--- src/rtl/uart_rx_framer.sv ---
// UART receive framer: oversampled start detection and 8-bit LSB-first deserialization with optional parity and 1/2 stop bits.
// Define UART_RX_MAJORITY_EN to evaluate each bit as a 2-of-3 majority around mid-bit instead of a single sample.
module uart_rx_framer #(
    parameter int SYNC_STAGES = 2,
    parameter int OVERSAMPLE  = 8
) (
    input  logic       clk_i,
    input  logic       arst_i,
    input  logic       cfg_parity_en_i,
    input  logic       cfg_parity_type_i,
    input  logic       cfg_stop_bits_i,
    input  logic       rx_i,
    output logic [7:0] rx_data_o,
    output logic       rx_data_valid_o,
    output logic       parity_err_o,
    output logic       frame_err_o,
    output logic       busy_o
);
    localparam int CW  = $clog2(OVERSAMPLE);
    localparam int MID = OVERSAMPLE / 2;
    localparam logic [CW-1:0] CNT_ONE  = CW'(1);
    localparam logic [CW-1:0] CNT_LAST = CW'(OVERSAMPLE - 1);
    localparam logic [CW-1:0] CNT_EVAL = CW'(MID + 1);

    typedef enum logic [2:0] {
        IDLE,
        START,
        DATA,
        PARITY,
        STOP1,
        STOP2,
        WAIT_IDLE
    } state_t;

    state_t               state;
    logic [SYNC_STAGES-1:0] sync_q;
    logic                 rx_s;
    logic [CW-1:0]        cnt;
    logic [2:0]           bit_idx;
    logic [7:0]           shift_q;
    logic                 par_en_q;
    logic                 par_type_q;
    logic                 stop2_q;
    logic                 par_flag;
    logic                 stop_done;
    logic                 bit_val;
    logic                 final_stop;

    always_ff @(posedge clk_i or posedge arst_i) begin
        if (arst_i) begin
            sync_q <= '1;
        end else begin
            sync_q <= {sync_q[SYNC_STAGES-2:0], rx_i};
        end
    end

    assign rx_s = sync_q[SYNC_STAGES-1];

`ifdef UART_RX_MAJORITY_EN
    logic samp_a;
    logic samp_b;

    always_ff @(posedge clk_i or posedge arst_i) begin
        if (arst_i) begin
            samp_a <= 1'b1;
            samp_b <= 1'b1;
        end else begin
            if (cnt == CW'(MID - 1)) samp_a <= rx_s;
            if (cnt == CW'(MID))     samp_b <= rx_s;
        end
    end

    // Third vote is the live sample at the evaluation count.
    assign bit_val = (samp_a & samp_b) | (samp_a & rx_s) | (samp_b & rx_s);
`else
    logic samp_b;

    always_ff @(posedge clk_i or posedge arst_i) begin
        if (arst_i) begin
            samp_b <= 1'b1;
        end else if (cnt == CW'(MID)) begin
            samp_b <= rx_s;
        end
    end

    assign bit_val = samp_b;
`endif

    assign final_stop = (state == STOP2) || !stop2_q;

    always_ff @(posedge clk_i or posedge arst_i) begin
        if (arst_i) begin
            state           <= IDLE;
            cnt             <= '0;
            bit_idx         <= '0;
            shift_q         <= '0;
            par_en_q        <= 1'b0;
            par_type_q      <= 1'b0;
            stop2_q         <= 1'b0;
            par_flag        <= 1'b0;
            stop_done       <= 1'b0;
            rx_data_o       <= '0;
            rx_data_valid_o <= 1'b0;
            parity_err_o    <= 1'b0;
            frame_err_o     <= 1'b0;
            busy_o          <= 1'b0;
        end else begin
            rx_data_valid_o <= 1'b0;
            parity_err_o    <= 1'b0;
            frame_err_o     <= 1'b0;
            case (state)
                IDLE: begin
                    cnt <= '0;
                    if (!rx_s) begin
                        state      <= START;
                        busy_o     <= 1'b1;
                        cnt        <= CNT_ONE;
                        par_en_q   <= cfg_parity_en_i;
                        par_type_q <= cfg_parity_type_i;
                        stop2_q    <= cfg_stop_bits_i;
                        bit_idx    <= '0;
                        par_flag   <= 1'b0;
                        stop_done  <= 1'b0;
                    end
                end
                START: begin
                    cnt <= cnt + CNT_ONE;
                    if (cnt == CNT_LAST) state <= DATA;
                    if (cnt == CNT_EVAL && bit_val) begin
                        state  <= IDLE;
                        busy_o <= 1'b0;
                        cnt    <= '0;
                    end
                end
                DATA: begin
                    cnt <= cnt + CNT_ONE;
                    if (cnt == CNT_EVAL) shift_q <= {bit_val, shift_q[7:1]};
                    if (cnt == CNT_LAST) begin
                        bit_idx <= bit_idx + 3'd1;
                        if (bit_idx == 3'd7) state <= par_en_q ? PARITY : STOP1;
                    end
                end
                PARITY: begin
                    cnt <= cnt + CNT_ONE;
                    if (cnt == CNT_EVAL) par_flag <= bit_val ^ (^shift_q) ^ par_type_q;
                    if (cnt == CNT_LAST) state <= STOP1;
                end
                STOP1, STOP2: begin
                    // A good final stop returns to IDLE one cycle after the pulse, well before the bit ends.
                    if (stop_done) begin
                        state  <= IDLE;
                        busy_o <= 1'b0;
                        cnt    <= '0;
                    end else begin
                        cnt <= cnt + CNT_ONE;
                        if (cnt == CNT_LAST && !final_stop) state <= STOP2;
                        if (cnt == CNT_EVAL) begin
                            if (!bit_val) begin
                                frame_err_o <= 1'b1;
                                state       <= WAIT_IDLE;
                                cnt         <= '0;
                            end else if (final_stop) begin
                                rx_data_o       <= shift_q;
                                rx_data_valid_o <= 1'b1;
                                parity_err_o    <= par_flag;
                                stop_done       <= 1'b1;
                            end
                        end
                    end
                end
                WAIT_IDLE: begin
                    cnt <= '0;
                    if (rx_s) begin
                        state  <= IDLE;
                        busy_o <= 1'b0;
                    end
                end
                default: begin
                    state  <= IDLE;
                    busy_o <= 1'b0;
                    cnt    <= '0;
                end
            endcase
        end
    end
endmodule
--- config.mk ---
export PLATFORM = sky130hd
export DESIGN_NAME = uart_rx_framer
export DESIGN_NICKNAME = d
export VERILOG_FILES = /design/src/rtl/uart_rx_framer.sv
export SDC_FILE = /design/constraint.sdc
export NUM_CORES = 1
export LEC_CHECK = 0
export CAP_MARGIN = 20
export CORE_ASPECT_RATIO = 0.7
export CORE_MARGIN = 4
export CORE_UTILIZATION = 50
export CTS_CLUSTER_SIZE = 20
export DETAILED_ROUTE_END_ITERATION = 10
export PLACE_DENSITY_LB_ADDON = 0.12
export SLEW_MARGIN = 20
export SYNTH_ARGS = -nofsm -noshare
export SYNTH_HDL_FRONTEND = slang
export SYNTH_SLANG_ARGS = --single-unit
--- constraint.sdc ---
create_clock -name clk_i -period 2 [get_ports clk_i]
set_input_delay 0.2 -clock clk_i [delete_from_list [all_inputs] [get_ports clk_i]]
set_output_delay 0.2 -clock clk_i [all_outputs]
set_load 0.03 [all_outputs]
==> impl_results.md, run 1 <==
* Area Overhead vs Synth at 17.6%
* HPWL after detailed placement at 2.05 mm
* Tot Pwr at 0.00223 W
* Power Density at 1110 mW/mm^2
* Clock latency on the worst-skew pair at 0.28 ns
* Site Rows at 17
* Diode count at 0
* Max-cap viol count at 0
* Reg2Reg Depth at 6
* Max Slew Vio Count at 0
* Core Area at 0.00321 sq mm
* Post_cts resized at 0
* TritonCTS Sinks at 37
* Hold crit path type: in2async
* Root Buffer: clkbuf_8
* Final setup violating endpoints at 0
* Syn. warnings at 0
* Non-filler cells in the finished layout at 205
* Gp weighted congestion at 0.806
* Syn avg cell area at 12.7 sq um
* Cell Area, Synth at 0.00171 sq mm
* Placed insts at 197
* Synth cell count leaders: dfrtp_1 (34), mux2_2 (21)
* Layout cell share with drive strength beyond 1 at 21.5%
* Flops & latches, synth at 37
* Worst Setup Path Type: reg2reg
* Req. time, crit path at 2.16 ns
* Die footprint at 0.00444 sq mm
* Initial Util at 53.3%
* Final hold slack at 0.303 ns
* Tot GR Track Use at 14.8%
* Synth area leaders: dfrtp_1 (50%), mux2_2 (14%), dfstp_2 (4.6%)
* Antenna violations before repair at 0
* Final antenna-violating net count at 0
* Primary FF master, synth: dfrtp_1
* TritonCTS clock tree: built
* Vias in the first global route at 1070
* Routed wire per std cell at 14.2 um
* Net count, final at 169
* Share of the synthesized area in the top cell type at 49.7%
* Die W at 77.9 um
* DRC violations left at 0
* Top cell type by total area after synthesis: dfrtp_1
* Fin crit share at 91.8%
* Crit end category: register
* Count leader, synth: dfrtp_1
* CP startpoint kind: register
* PortBufs at 17
* Ports at 18
* Final setup TNS at 0 ns
* Clock Path Buffers at 2
* Post-synthesis net count at 147
* CTS HTree Levels at 2
* Hold buffers post-CTS at 0
* First-pass iteration count of the detailed router at 4
* Max Clk Rate at 545 MHz
* Clock transition at path regs at 0.07 ns
* Post-synth EDFFs at 0
* Final Hold Fails at 0
* Status: completed
* Synth cell types at 37
* Register area share after synthesis at 54.4%
* Final core utilization at 62.6%
* Minimum clock period at 1.84 ns
* GRT overflow at 0
* Clock Skew at 0.00712 ns
* Aggregate routed wire length at 2.91 mm
* Global-route wire length before repair at 5.18 mm
* Detailed-route vias per instance at 5.33
* Gate Count Post-Synth at 135
* Max-slew headroom at 69.8%
* Unrepaired setup endpoints after global routing: false
* LEAKAGE at 0.937 nW
* Setup bufs post-CTS at 0
* 1st-iter DRT viols at 160
* Largest net degree at the start of global routing at 38
* Vias at 1092
* Worst Max-Slew Pin Slew at 0.452 ns
* CTS Buf Count at 5
* Die H at 56.9 um
* Max VDD drop at 0.600 mV
* Crit path max fanout at 4
* CP arrival at 1.99 ns
* Async SR Flop Fraction at 100%
==> worst paths after layout <==
path	startpoint	endpoint	slack (ns)
max reg2reg	cnt[0]	state[2]	0.16
min in group clk_i	rx_i	sync_q[0]	0.32
max in group asynchronous	arst_i	sync_q[1]	1.35
min	arst_i	rx_data_o[6]	0.30
max	cnt[0]	state[2]	0.16
min reg2reg	sync_q[0]	sync_q[1]	0.36
==> flip-flops by register name, indices dropped and copies added, names as in the netlist, 2 cells and up <==
register / cells
rx_data_o: 8
bit_idx: 3
sync_q: 2
shift_q: 8
state: 3
cnt: 3
==> critical path, stage by stage, from the launching register on <==
cell and delay (ns):
dfrtp_1 0.40, ha_1 0.21, ha_1 0.21, or3b_1 0.40, a21boi_0 0.14, o21ai_1 0.23, o21ai_0 0.12
==> metal layers <==
layer / global-route usage (%) / wire length, um
met3: 5.21 / 174
met1: 21.9 / 1470
met2: 19.9 / 1220
met4: 5.49 / 36
met5: 0 / 0
==> cell usage in the layout (no fill, tap or decap), types with 2 or more instances in the layout <==
| cell | Yosys | final |
|---|---|---|
| o31ai_1 | 2 | 2 |
| and4b_1 | 2 | 2 |
| dfrtp_1 | 34 | 34 |
| nand3_1 | 2 | 2 |
| nor2_1 | 5 | 5 |
| buf_4 | 2 | 2 |
| nand2b_1 | 2 | 2 |
| ha_1 | 6 | 6 |
| inv_1 | 5 | 5 |
| a22o_1 | 3 | 3 |
| dfstp_2 | 3 | 3 |
| clkdlybuf4s50_1 | 0 | 17 |
| a21oi_1 | 6 | 6 |
| nor3b_1 | 2 | 2 |
| clkinv_2 | 0 | 2 |
| mux2_2 | 21 | 21 |
| xnor2_1 | 6 | 6 |
| o21ai_0 | 5 | 5 |
| nand2_1 | 6 | 6 |
| clkbuf_8 | 0 | 5 |
| and2_1 | 3 | 3 |
==> final cells by class <==
| class | instances | area (sq um) |
|---|---|---|
| fillers | 245 | 1200 |
| flip-flops and latches | 37 | 930 |
| multi-input cells | 89 | 737 |
| repair buffers | 19 | 185 |
| clock buffers | 6 | 72.6 |
| well taps | 47 | 58.8 |
| inverters | 5 | 18.8 |
| clock inverters | 2 | 10.0 |
==> metrics by stage <==
step           worst slack [ns]  area [sq um]
2_1_floorplan             0.334          1710
3_3_place_gp              0.266          1930
3_5_place_dp              0.170          1930
4_1_cts                   0.168          2010
5_1_grt                  0.0480          2010
6_report                  0.164          2010
==> power by group <==
part	internal, W	switching [W]	total, W
Clock	0.000241	0.000250	0.000491
Sequential	0.000882	0.000189	0.00107
Combinational	0.000350	0.000319	0.000668
==> logic make-up after synthesis <==
family | synth area share, %
and+or+nand+nor | 10.3
AOI/OAI and AO/OA | 9.66
buffers and inverters | 2.56
adders and majority gates | 4.39
xor gates and xnor gates | 4.90
muxes | 13.8
DFF | 54.4
Note: power is estimated with default switching activity, not from simulation.
==> inputs of run 2 (changes only) <==
- CTS_CLUSTER_DIAMETER: not set -> 80
==> results of run 2 <==
No change in the layout: final DEF, timing and power equal those of run 1.
==> inputs of run 3 (changes only) <==
--- a/config.mk
+++ b/config.mk
@@ -10,5 +10,5 @@
 export CORE_MARGIN = 4
 export CORE_UTILIZATION = 50
-export CTS_CLUSTER_DIAMETER = 80
+export CTS_CLUSTER_DIAMETER = 150
 export CTS_CLUSTER_SIZE = 20
 export DETAILED_ROUTE_END_ITERATION = 10
==> constraint.sdc (replaced) <==
create_clock -name clk_i -period 1.5 [get_ports clk_i]
set_input_delay 0.375 -clock clk_i [delete_from_list [all_inputs] [get_ports clk_i]]
set_output_delay 0.375 -clock clk_i [all_outputs]
set_load 0.03 [all_outputs]
==> impl_results.md, run 3 (synthesis gave the netlist of run 1 again) <==
* Status: finished, violations left
* Violated checks: negative setup slack
* CP startpoint kind: register
* Crit path max fanout at 4 (unchanged)
* Core Area at 0.00321 sq mm (unchanged)
* Fin crit share at 114% (+22 points)
* PortBufs at 17 (unchanged)
* Hold buffers post-CTS at 0 (unchanged)
* Max-cap viol count at 0 (unchanged)
* Max-slew headroom at 79.9% (+10 points)
* Ports at 18 (unchanged)
* Die footprint at 0.00444 sq mm (unchanged)
* Final setup violating endpoints at 20 (+20)
* TritonCTS Sinks at 37 (unchanged)
* HPWL after detailed placement at 2.36 mm (+15%)
* Non-filler cells in the finished layout at 230 (+12%)
* Pre-CTS setup slack at -0.196 ns (-0.365 ns)
* Placed insts at 216 (+9.6%)
* Final core utilization at 71.5% (+8.9 points)
* Routed wire per std cell at 15.1 um (+6.5%)
* Diode count at 0 (unchanged)
* DP Area at 0.00212 sq mm (+9.9%)
* Clock transition at path regs at 0.07 ns (about the same)
* Global-route wire length before repair at 5.72 mm (+10%)
* Initial Util at 53.3% (unchanged)
* Final worst setup slack at -0.212 ns (-0.376 ns)
* Final antenna-violating net count at 0 (unchanged)
* Switch share at 34.7% (+0.79 points)
* Vias in the first global route at 1226 (+15%)
* Aggregate routed wire length at 3.47 mm (+19%)
* CP arrival at 1.88 ns (-0.11 ns)
* Fill cells at 219 (-11%)
* CTS HTree Levels at 2 (unchanged)
* Power Density at 1490 mW/mm^2 (+35%)
* Tot Pwr at 0.00343 W (+54%)
* 1st-iter DRT viols at 92 (-43%)
* Top flop regs: rx_data_o (8), shift_q (8)
* Antenna violations before repair at 0 (unchanged)
* Root Buffer: clkbuf_8
* Clock power share at 19.2% (-2.8 points)
* Net switching power at 0.00119 W (+57%)
* Detailed-route vias per instance at 5.36 (+0.64%)
* Req. time, crit path at 1.66 ns (-0.50 ns)
* Hold Path Stages at 0
* Gp weighted congestion at 0.834 (+3.4%)
* Final Hold Fails at 0 (unchanged)
* Worst Max-Slew Pin Slew at 0.301 ns (-0.151 ns)
* Site Rows at 17 (unchanged)
* Crit end category: register
* Net count, final at 194 (+15%)
* Worst Setup Path Type: reg2reg
* Unrepaired setup endpoints after global routing: true
* GRT overflow at 0 (unchanged)
* Max Clk Rate at 584 MHz (+7.2%)
* Largest net degree at the start of global routing at 38 (unchanged)
* LEAKAGE at 1.13 nW (+21%)
* Most common cell after layout, fill and taps aside: dfrtp_1
* First-pass iteration count of the detailed router at 4 (unchanged)
* Hold crit path type: reg2reg
* Clock Path Buffers at 2 (unchanged)
* Max VDD drop at 0.757 mV (+26%)
* Sequential power share at 40.0% (-8.0 points)
* Comb pwr share at 40.8% (+11 points)
* Most frequent cells in the layout: dfrtp_1 (33), buf_4 (23), mux2_2 (21), dlygate4sd2_1 (12), a21oi_1 (6)
* Max Slew Vio Count at 0 (unchanged)
* DRC violations left at 0 (unchanged)
* Internal power at 0.00224 W (+52%)
* Finished Cell Area at 0.00230 sq mm (+14%)
* Layout cell share with drive strength beyond 1 at 39.3% (+18 points)
* Die H at 56.9 um (unchanged)
* Reg2Reg Depth at 6 (unchanged)
* Clock latency on the worst-skew pair at 0.29 ns (about the same)
* Die W at 77.9 um (unchanged)
* Tot GR Track Use at 16.9% (+2.1 points)
* Area Overhead vs Synth at 34.3%
* Minimum clock period at 1.71 ns (-0.124 ns)
* Clock Skew at 0.00513 ns (-0.00198 ns)
* CTS Buf Count at 5 (unchanged)
* TritonCTS clock tree: built
* Vias at 1233 (+13%)
## run 3: path summary, 6_finish.rpt
kind                       startpoint            to  slack (ns)
max                            cnt[0]      state[0]       -0.21
min                         sync_q[0]     sync_q[1]        0.36
max reg2reg                    cnt[0]      state[0]       -0.21
min reg2reg                 sync_q[0]     sync_q[1]        0.36
max in group asynchronous      arst_i       bit_val        0.82
min in group asynchronous      arst_i  rx_data_o[6]        0.44
## run 3: repair_timing
action                                  4_1_cts  5_1_grt
resized for setup                            16       12
endpoints found under the setup margin       35       27
setup buffers                                 1        4
pin swaps                                     2        8
gates cloned                                  1        0
## run 3: critical path: stages (launching register included)
cell and delay (ns):
dfrtp_1 0.39, ha_2 0.20, ha_4 0.16, or3b_1 0.36
a21boi_2 0.17, o21ai_2 0.20, o22ai_2 0.11
## run 3: power by group through the flow
stage / Combinational, W / Clock [W] / Sequential, W
floorplan: 0.000829 / 0 / 0.00135
global placement: 0.00122 / 0 / 0.00137
detailed placement: 0.00127 / 0 / 0.00138
CTS: 0.00127 / 0.000686 / 0.00136
global route: 0.00153 / 0.000751 / 0.00140
finish: 0.00140 / 0.000658 / 0.00137
## run 3: routing by layer
metal	routed length, um	up-vias	track usage (%)
met5	0	-	0
met4	76	0	5.99
met3	206	9	6.62
met2	1590	32	26.1
met1	1600	608	21.8
li1	-	584	-
## run 3: through the flow
stage               setup TNS [ns]  hold WS (ns)
finish                       -2.08         0.358
global route                 -3.77         0.368
CTS                          -2.58         0.361
detailed placement           -2.91         0.351
global placement             -1.85         0.347
floorplan                   -0.841         0.345
## run 3: cell type report
cell class	instances	area, sq um	share of cell area [%]
clock buffer	6	72.6	3.16
clock inverter	2	10.0	0.436
inverter	5	18.8	0.817
multi-input combinational	89	816	35.5
sequential	37	931	40.5
tap	47	58.8	2.56
timing repair buffer	44	390	17.0
